`src/rtl/adh_source_sequencer.sv`:
```
// Address-high source sequencer: steps through the operand/pointer fetch cycles of
// each addressing mode and selects which bus drives ADH in every cycle.
module adh_source_sequencer (
  input  logic       clk,
  input  logic       rst_n,
  input  logic       Start,
  input  logic [2:0] Mode,
  input  logic       Page_Cross,
  input  logic       Force_Fixup,
  input  logic       Stall,
  input  logic       Abort,
  output logic       PCH_ADH,
  output logic       SB_ADH,
  output logic       DL_ADH,
  output logic       Zero_ADH0,
  output logic       Zero_ADH1_7,
  output logic       Busy,
  output logic       Done,
  output logic       Error
);

  typedef enum logic [2:0] {
    S_IDLE,
    S_FETCH_LO,
    S_FETCH_HI,
    S_PTR_LO,
    S_PTR_HI,
    S_ZP_ACC,
    S_EFF,
    S_FIXUP
  } state_t;

  localparam logic [2:0] MODE_PC   = 3'd0;
  localparam logic [2:0] MODE_ZP   = 3'd1;
  localparam logic [2:0] MODE_ABS  = 3'd2;
  localparam logic [2:0] MODE_ABSX = 3'd3;
  localparam logic [2:0] MODE_INDZ = 3'd4;

  state_t     state_reg, state_next;
  logic [2:0] mode_reg, mode_next;
  logic       force_reg, force_next;
  logic       error_reg, error_next;
  logic [1:0] rst_sync_reg;
  logic       rst_int_n;

  logic       fixup_take;
  logic       last_state;
  logic       done_int;
  logic       accept;
  logic       mode_legal;

  // Reset asserts immediately but is released only on a clock edge.
  always_ff @(posedge clk or negedge rst_n) begin
    if (!rst_n) begin
      rst_sync_reg <= 2'b00;
    end else begin
      rst_sync_reg <= {rst_sync_reg[0], 1'b1};
    end
  end

  assign rst_int_n = rst_sync_reg[1];

  always_ff @(posedge clk or negedge rst_int_n) begin
    if (!rst_int_n) begin
      state_reg <= S_IDLE;
      mode_reg  <= 3'd0;
      force_reg <= 1'b0;
      error_reg <= 1'b0;
    end else begin
      state_reg <= state_next;
      mode_reg  <= mode_next;
      force_reg <= force_next;
      error_reg <= error_next;
    end
  end

  // Fix-up only exists for the indexed modes; Page_Cross is meaningless elsewhere.
  assign fixup_take = ((mode_reg == MODE_ABSX) || (mode_reg == MODE_INDZ)) &&
                      (Page_Cross || force_reg);

  always_comb begin
    last_state = 1'b0;
    case (state_reg)
      S_FETCH_LO: last_state = (mode_reg == MODE_PC);
      S_ZP_ACC:   last_state = 1'b1;
      S_EFF:      last_state = (mode_reg == MODE_ABS) || !fixup_take;
      S_FIXUP:    last_state = 1'b1;
      default:    last_state = 1'b0;
    endcase
  end

  assign done_int   = last_state && !Stall && !Abort;
  assign mode_legal = (Mode <= MODE_INDZ);
  assign accept     = Start && !Stall && !Abort && ((state_reg == S_IDLE) || done_int);

  always_comb begin
    state_next = state_reg;
    mode_next  = mode_reg;
    force_next = force_reg;
    error_next = 1'b0;
    if (Abort) begin
      state_next = S_IDLE;
    end else if (Stall) begin
      state_next = state_reg;
    end else if (accept) begin
      if (mode_legal) begin
        state_next = S_FETCH_LO;
        mode_next  = Mode;
        force_next = Force_Fixup;
      end else begin
        state_next = S_IDLE;
        error_next = 1'b1;
      end
    end else if (done_int) begin
      state_next = S_IDLE;
    end else begin
      case (state_reg)
        S_FETCH_LO: begin
          if (mode_reg == MODE_ZP)        state_next = S_ZP_ACC;
          else if (mode_reg == MODE_INDZ) state_next = S_PTR_LO;
          else                            state_next = S_FETCH_HI;
        end
        S_FETCH_HI: state_next = S_EFF;
        S_PTR_LO:   state_next = S_PTR_HI;
        S_PTR_HI:   state_next = S_EFF;
        S_EFF:      state_next = S_FIXUP;
        default:    state_next = S_IDLE;
      endcase
    end
  end

  // Source selects are pure state decode, so they are one-hot by construction.
  always_comb begin
    PCH_ADH     = 1'b0;
    SB_ADH      = 1'b0;
    DL_ADH      = 1'b0;
    Zero_ADH0   = 1'b0;
    Zero_ADH1_7 = 1'b0;
    case (state_reg)
      S_FETCH_LO, S_FETCH_HI:     PCH_ADH = 1'b1;
      S_PTR_LO, S_PTR_HI, S_ZP_ACC: begin
        Zero_ADH0   = 1'b1;
        Zero_ADH1_7 = 1'b1;
      end
      S_EFF:   DL_ADH = 1'b1;
      S_FIXUP: SB_ADH = 1'b1;
      default: ;
    endcase
  end

  assign Busy  = (state_reg != S_IDLE);
  assign Done  = done_int;
  assign Error = error_reg;

endmodule

```
`config.mk`:
```
export PLATFORM = sky130hd
export DESIGN_NAME = adh_source_sequencer
export DESIGN_NICKNAME = d
export VERILOG_FILES = /design/src/rtl/adh_source_sequencer.sv
export SDC_FILE = /design/constraint.sdc
export NUM_CORES = 1
export LEC_CHECK = 0
export ABC_AREA = 1
export CAP_MARGIN = 20
export CORE_MARGIN = 4
export CORE_UTILIZATION = 40
export DETAILED_ROUTE_END_ITERATION = 8
export GPL_TIMING_DRIVEN = 0
export PLACE_DENSITY = 0.73
export SYNTH_ARGS = -nofsm -noshare
export SYNTH_HDL_FRONTEND = slang
export SYNTH_SLANG_ARGS = --single-unit
export TNS_END_PERCENT = 100
```
`constraint.sdc`:
```
create_clock -name clk -period 1.3 [get_ports clk]
set_input_delay 0.325 -clock clk [delete_from_list [all_inputs] [get_ports clk]]
set_output_delay 0.325 -clock clk [all_outputs]
set_load 0.005 [all_outputs]
```
==> impl_summary.txt, run 1 <==
----------------------------------------------------
[Detailed routing]
  Violation count after the first detailed-routing iteration ... 14
  Final routed DRC violation total ... 0
  Via total after detailed routing ... 645
  Total detailed-routing wirelength ... 1.62 mm
  Routed vias/inst ... 4.96
  Drt first pass iters ... 4
  Final routed wire length divided by cell count ... 12.5 um
  Post-route antenna net violation count ... 0

[Min path]
  Path category of the worst min-delay check ... reg2async

[Global route]
  Busiest metal layer after global routing ... met2
  Met3 capacity usage during global routing ... 2.63%
  Antenna violations before repair ... 0
  Met1 Resource Use GR ... 19.6%
  GRT Resource Usage Total ... 15.2%
  Global-route congestion overflow total ... 0
  Met2 Track Usage GR ... 23.3%
  Number of global-route vias before repair ... 569
  Maximum number of pins on one net before global-route repair ... 9
  Wire length of the first global-routing pass ... 2.37 mm

[Timing]
  Final critical delay including setup and external delays ... 1.76 ns
  Final hold violation count ... 0
  Finish-stage setup viols ... 15
  Final period utilization ... 135%
  Final slew viol count ... 0
  F_max ... 0.569 GHz
  Final WS setup ... -0.458 ns
  Layout Skew ... 0.00606 ns
  RSZ-0062 raised after global routing ... true

[Floorplanning]
  I/O Pins ... 18
  Die Outline Area ... 2260 um^2
  Area of the core ... 1490 um^2
  Initial core utilization ... 42.1%
  Die Height ... 47.6 um
  Number of standard-cell rows in the floorplan ... 14
  Horizontal die dimension ... 47.6 um

[Placed design]
  Number of buffer cells added on primary ports ... 17
  Post-Place Cells ... 116
  Total placed instance area ... 817 um^2
  Placed wire-length estimate ... 1.02 mm
  Final estimated routing congestion in global placement ... 0.845

[Finish]
  Post-route insts no fill ... 130
  Filler cell count ... 96
  Summed area of non-filler cells in the final layout ... 1060 um^2
  Multi-input gate area ... 425 um^2
  Antenna cells ... 0
  Final net count ... 125
  Area growth from synthesis to final layout ... 69.9%
  Fraction of the core area covered by cells at the end of the flow ... 71.5%
  Sequential standard cell area ... 251 um^2
  Share of layout cells above drive strength 1 ... 51.8%

[Power]
  P per Cell Area ... 845 nW/um^2
  Internal power contribution ... 634 uW
  Combinational cell fraction of total power ... 25.5%
  VDD IR max ... 0.977 mV
  Leak ... 0.000526 uW
  Switching power ... 266 uW
  Clock network power share ... 32.0%
  Portion of total power attributed to sequential cells ... 42.5%
  Switching portion of total power ... 29.6%
  Power consumption ... 900 uW

[Clock tree]
  Clk sink count ... 10
  CTS clk-pin slew, worst paths ... 0.07 ns
  Clock buffer depth ... 2
  TritonCTS clock tree ... yes
  CTS Hold Buffers Added ... 0
  Clock Latency Late Sink ... 0.27 ns
  Number of buffers inserted during clock tree synthesis ... 3
  Clock root buffer ... clkbuf_4
  H-tree depth reported by CTS ... 1

[Synth]
  Sequential fraction of the synthesis area ... 39.9%
  Post-synth cell types ... 26
  Count of state elements after synthesis ... 10
  Synth Instances ... 83
  Mean instance size in the synthesized netlist ... 7.55 um^2
  Total number of yosys warnings ... 0
  Post-synth net total ... 93
  Area of the mapped netlist ... 627 um^2

[Worst setup path]
  RR Endpoint ... mode_reg[0]
  Critical Path, Cell by Cell ... buf_6 -> nor2_4 -> buf_6 -> buf_6 -> nor3_4 -> buf_4 -> buf_6
  Critical path fanouts, max ... 3
  Arrival time at the worst endpoint ... 1.43 ns
  Crit Path Class ... reg2out
  Slack of the worst reg-to-reg path ... -0.30 ns
  Cell depth of the worst flop-to-flop path ... 9
  Reg-to-reg startpoint ... state_reg[1]
  Cell with the largest stage delay on the worst path ... dfrtp_1
  Cell repeated most along the worst path ... buf_6
  Critical path startpoint ... state_reg[1]
  Slowest Stage Delay on Critical Path ... 0.42 ns
  Kind of start point of the critical path ... flip-flop
  Data required time at the worst endpoint ... 0.98 ns
  Endpoint type of the worst setup path ... output pin

[Run status]
  Outcome ... finished with violations
  Failing checks ... negative setup slack

[Run]
  # Max-Cap Violations ... 0

----------------------------------------------------
## cells by family after synthesis
| logic type | count (synthesis) | share of synthesized area, % |
|---|---|---|
| AO/OA/AOI/OAI | 11 | 11.2 |
| buffers and inverters | 15 | 11.0 |
| flip-flops | 10 | 39.9 |
| other | 1 | 0.598 |
| AND/OR/NAND/NOR | 46 | 37.3 |
## per-stage QoR
step           setup WS (ns)  hold WS (ns)  TNS, ns
2_1_floorplan        -0.0202        0.0294  -0.0611
3_3_place_gp          -0.781         0.131    -4.95
3_5_place_dp          -0.809         0.144    -5.30
4_1_cts               -0.369         0.143    -3.15
5_1_grt               -0.535         0.157    -5.42
6_report              -0.458         0.131    -4.21
## synth_stat cells (all sizes together)
library cell,count,share of area (%)
buf,2,3.0
a21oi,3,3.6
nor2,10,7.2
conb,1,0.60
nand2,25,17
nor3,3,3.2
nand3b,2,4.4
o21ai,6,5.4
clkinv,1,0.80
dfrtp,10,40
inv,12,7.2
and3,1,1.0
nand3,4,3.2
o22ai,1,1.0
o21a,1,1.2
or2,1,1.0
## power by group through the flow
stage	combinational, uW	clock [uW]	sequential (uW)
finish	230	288	383
global route	254	310	387
detailed placement	176	0	383
global placement	171	0	381
floorplan	113	0	375
CTS	194	284	377
## worst max-delay path, delay by kind of cell, from the launching register on
| family | cells | cell delay [ns] |
|---|---|---|
| flops | 1 | 0.42 |
| buf+inv | 5 | 0.55 |
| simple gates | 2 | 0.18 |
## cells in the final DEF, fill, tap and decap left out, types with 2 or more instances in the layout
cell,n
clkdlybuf4s50_1,8
inv_2,3
nand2_8,2
clkbuf_4,3
nor2_1,3
nor2_2,4
buf_2,4
nand2_1,13
inv_1,8
nand3_1,2
nand2_2,9
dlygate4sd2_1,2
a21oi_2,2
buf_6,12
buf_4,3
o21ai_0,2
nor3_2,2
dfrtp_1,9
nor2_4,3
o21ai_1,3
## worst max-delay path by stage
stage,cells past startpoint,slack (ns),to
2_1_floorplan,10,-0.02,mode_reg[1]
3_3_place_gp,8,-0.78,Done
3_5_place_dp,8,-0.81,Done
4_1_cts,9,-0.37,Done
5_1_grt,6,-0.54,Done
6_report,7,-0.46,Zero_ADH1_7
## what timing repair did
| action | 4_1_cts | 5_1_grt |
|---|---|---|
| cloned | 0 | 0 |
| pin swaps | 10 | 2 |
| setup buffers | 7 | 4 |
| endpoints found under the hold margin | 0 | 0 |
| endpoints found under the setup margin | 14 | 15 |
| resized for setup | 52 | 25 |
## final cells by class
| cell class | count | area share (%) |
|---|---|---|
| Clock buffer | 4 | 3.41 |
| Tap cell | 16 | 1.88 |
| Inverter | 13 | 5.29 |
| Sequential cell | 10 | 23.6 |
| Buffer | 2 | 1.76 |
| Multi-Input combinational cell | 58 | 40.0 |
| Timing Repair Buffer | 27 | 24.1 |
## metal layers
metal / vias up / wire length, um
met4: 0 / 39
li1: 323 / -
met3: 4 / 62
met1: 306 / 688
met5: - / 0
met2: 12 / 831
Note: power is estimated with default switching activity, not from simulation.
==> run 2, diff against run 1 <==
--- a/config.mk
+++ b/config.mk
@@ -5,13 +5,13 @@
 export SDC_FILE = /design/constraint.sdc
 export NUM_CORES = 1
 export LEC_CHECK = 0
-export ABC_AREA = 1
+export ABC_AREA = 0
 export CAP_MARGIN = 20
 export CORE_MARGIN = 4
-export CORE_UTILIZATION = 40
+export CORE_UTILIZATION = 42
 export DETAILED_ROUTE_END_ITERATION = 8
 export GPL_TIMING_DRIVEN = 0
-export PLACE_DENSITY = 0.73
+export PLACE_DENSITY = 0.74
 export SYNTH_ARGS = -nofsm -noshare
 export SYNTH_HDL_FRONTEND = slang
 export SYNTH_SLANG_ARGS = --single-unit
==> run 2 against run 1 <==
Effect of this change: the flow still finishes with violations (negative setup slack); die area grew 8.0%; routed wire length grew 64%; clock skew shrank 0.0056 ns; total power grew 92%; non-clock buffer count grew 19; largest power group is now combinational cells; sequential power grew 22%; area after synthesis grew 15%; critical endpoint is now Done.
==> impl_summary.txt, run 2 <==
----------------------------------------------------
[Synth]
  Prevailing post-synth register cell ... dfrtp_1
  Area of the mapped netlist ... 722 um^2 (+15%)
  Number of synthesized flops with an enable pin ... 0 (unchanged)
  Post-synth net total ... 87 (-6.5%)
  Sequential fraction of the synthesis area ... 34.7% (-5.3 points)
  Synth area leaders ... dfrtp_1 35%, or4b_1 4.2%, o211ai_1 4.2%, a21boi_0 3.1%, nand3_1 2.8%
  Synth Instances ... 77 (-7.2%)
  Count of state elements after synthesis ... 10 (unchanged)
  Fraction of post-synthesis cell area in the top cell type by area ... 34.7% (-5.3 points)
  Total number of yosys warnings ... 0 (unchanged)
  Cell with the most instances after synthesis ... dfrtp_1
  Leading area contributor after synthesis ... dfrtp_1
  Fraction of registers with async set or reset after synthesis ... 100% (unchanged)
  Most frequent cells after synthesis ... 10 x dfrtp_1, 5 x nand2_1, 5 x nor2_1
  Mean instance size in the synthesized netlist ... 9.38 um^2 (+24%)
  Post-synth cell types ... 42 (+62%)

[Placed design]
  Number of buffer cells added on primary ports ... 17 (unchanged)
  Final estimated routing congestion in global placement ... 0.865 (+2.4%)
  Placed wire-length estimate ... 1.40 mm (+37%)
  Worst slack after detailed placement ... -0.856 ns (-0.0471 ns)

[Finish]
  Leading cell type in the layout, fill and taps excluded ... buf_4
  Final net count ... 136 (+8.8%)
  Area growth from synthesis to final layout ... 73.1%
  Fraction of the core area covered by cells at the end of the flow ... 80.2% (+8.7 points)
  Share of layout cells above drive strength 1 ... 53.6% (+1.8 points)
  Antenna cells ... 0 (unchanged)
  Most frequent cells in the layout ... 21 x buf_4, 13 x buf_6, 9 x clkdlybuf4s50_1

[Timing]
  Final critical delay including setup and external delays ... 2.01 ns (+0.256 ns)
  Finish-stage setup viols ... 15 (unchanged)
  RSZ-0062 raised after global routing ... true
  Final period utilization ... 155% (+20 points)
  Final hold violation count ... 0 (unchanged)
  Headroom to the max-slew limit ... 62.3%
  Final WS setup ... -0.714 ns (-0.256 ns)
  Layout Skew ... 0.000411 ns (-0.00565 ns)
  Slew @ Worst Pin ... 0.565 ns
  Final slew viol count ... 0 (unchanged)
  F_max ... 0.497 GHz (-13%)

[Global route]
  GRT Resource Usage Total ... 23.3% (+8.0 points)
  Maximum number of pins on one net before global-route repair ... 11 (+2)
  Global-route congestion overflow total ... 0 (unchanged)
  Number of global-route vias before repair ... 837 (+47%)
  Wire length of the first global-routing pass ... 4.24 mm (+79%)
  Antenna violations before repair ... 0 (unchanged)

[Clock tree]
  H-tree depth reported by CTS ... 1 (unchanged)
  CTS Hold Buffers Added ... 0 (unchanged)
  Clock Latency Late Sink ... 0.26 ns (about the same)
  Number of buffers inserted during clock tree synthesis ... 3 (unchanged)
  CTS clk-pin slew, worst paths ... 0.06 ns (about the same)
  Clk sink count ... 10 (unchanged)
  Clock buffer depth ... 2 (unchanged)
  Clock root buffer ... clkbuf_4
  TritonCTS clock tree ... yes

[Worst setup path]
  Arrival time at the worst endpoint ... 1.69 ns (+0.26 ns)
  Crit Path Class ... reg2out
  Endpoint type of the worst setup path ... output pin
  Data required time at the worst endpoint ... 0.98 ns (about the same)
  Critical path fanouts, max ... 3 (unchanged)
  Kind of start point of the critical path ... flip-flop

[Floorplanning]
  Horizontal die dimension ... 49.5 um (+3.9%)
  Number of standard-cell rows in the floorplan ... 14 (unchanged)
  Initial core utilization ... 46.3% (+4.2 points)
  Die Height ... 49.5 um (+3.9%)
  Die Outline Area ... 2450 um^2 (+8.0%)
  Area of the core ... 1560 um^2 (+4.7%)
  I/O Pins ... 18 (unchanged)

[Power]
  Leak ... 0.000545 uW (+3.5%)
  VDD IR max ... 1.11 mV (+14%)
  P per Cell Area ... 1380 nW/um^2 (+64%)

[Run status]
  Outcome ... finished with violations
  Failing checks ... negative setup slack

[Detailed routing]
  Final routed wire length divided by cell count ... 18.9 um (+51%)
  Final routed DRC violation total ... 0 (unchanged)
  Via total after detailed routing ... 871 (+35%)
  Routed vias/inst ... 6.18 (+25%)
  Drt first pass iters ... 4 (unchanged)
  Violation count after the first detailed-routing iteration ... 34 (+20)
  Post-route antenna net violation count ... 0 (unchanged)
  Total detailed-routing wirelength ... 2.66 mm (+64%)

[Run]
  # Max-Cap Violations ... 0 (unchanged)

[Min path]
  Path category of the worst min-delay check ... reg2async

----------------------------------------------------
[run 2: cell count changes after synthesis, moves of 2 or more]
cell	delta
nand2_1	-16
o21ai_0	-2
a31oi_1	+3
a21oi_2	-2
inv_1	-10
nor4_1	+2
nor2_1	-4
a21boi_0	+3
or4b_1	+3
nand2_2	-3
a211o_1	+2
xnor2_1	+2
o211ai_1	+4
[run 2: area by class of cell]
| class | instances | area (um^2) |
|---|---|---|
| fill | 98 | 309 |
| tap | 16 | 20.0 |
| timing repair buffer | 46 | 400 |
| multi-input combinational | 61 | 505 |
| inverter | 2 | 10.0 |
| buffer | 2 | 22.5 |
| clock buffer | 4 | 36.3 |
| sequential | 10 | 255 |
[run 2: kinds of logic (layout without fill, tap and decap cells)]
| logic type | count (synthesis) | in the layout | share of synthesized area, % |
|---|---|---|---|
| XOR/XNOR | 2 | 2 | 2.43 |
| AND/OR/NAND/NOR | 34 | 34 | 29.6 |
| AO/OA/AOI/OAI | 24 | 24 | 27.9 |
| other | 1 | 1 | 0.519 |
| buffers and inverters | 6 | 54 | 4.85 |
| flip-flops | 10 | 10 | 34.7 |
[run 2: routing by layer]
metal  track usage (%)  share of wire (%)  vias up
met4              12.9                4.6        0
met3              2.41                7.6       13
met5                 0                  0        -
li1                  -                  -      396
met2              37.9                 47       47
met1              30.0                 41      415
[run 2: per-stage QoR]
stage	hold WS (ns)	TNS [ns]	cells	instance area, um^2	total power (uW)
after CTS	0.126	-6.19	137	1190	1660
after global routing	0.156	-7.38	141	1250	1830
after global placement	0.119	-7.55	110	920	1030
after detailed placement	0.124	-7.88	110	920	1050
final	0.118	-6.44	141	1250	1730
after floorplan	0.0294	-2.16	77	729	871
[run 2: critical path: stages (launching register included)]
cell,delay (ns)
dfrtp_2,0.44
or3b_4,0.39
a211o_1,0.30
and3_1,0.17
buf_2,0.13
[run 2: where the power goes]
| group | switching (uW) | total, uW | leakage (uW) | internal (uW) |
|---|---|---|---|---|
| Combinational | 476 | 996 | 0.000404 | 520 |
| Sequential | 77.8 | 469 | 0.000120 | 391 |
| Clock | 96.9 | 267 | 0.0000210 | 170 |
[run 2: timing repair]
item                                    4_1_cts  5_1_grt
endpoints found under the setup margin       16       15
resized for setup                            59        7
pin swaps                                     9        7
setup buffers                                25        7
cloned                                        1        0
[run 2: path summary, 6_finish.rpt]
kind / slack (ns) / to / depth (start not counted) / start
setup / recovery: -0.71 / Done / 4 / mode_reg[0]
hold / removal: 0.12 / force_reg / 0 / rst_sync_reg[1]
setup reg to reg: -0.53 / mode_reg[2] / 4 / mode_reg[0]
hold reg to reg: 0.12 / force_reg / 0 / rst_sync_reg[1]
max in group asynchronous: 0.94 / state_reg[1] / 0 / rst_sync_reg[1]
min in group clk: 0.36 / rst_sync_reg[1] / 0 / rst_sync_reg[0]
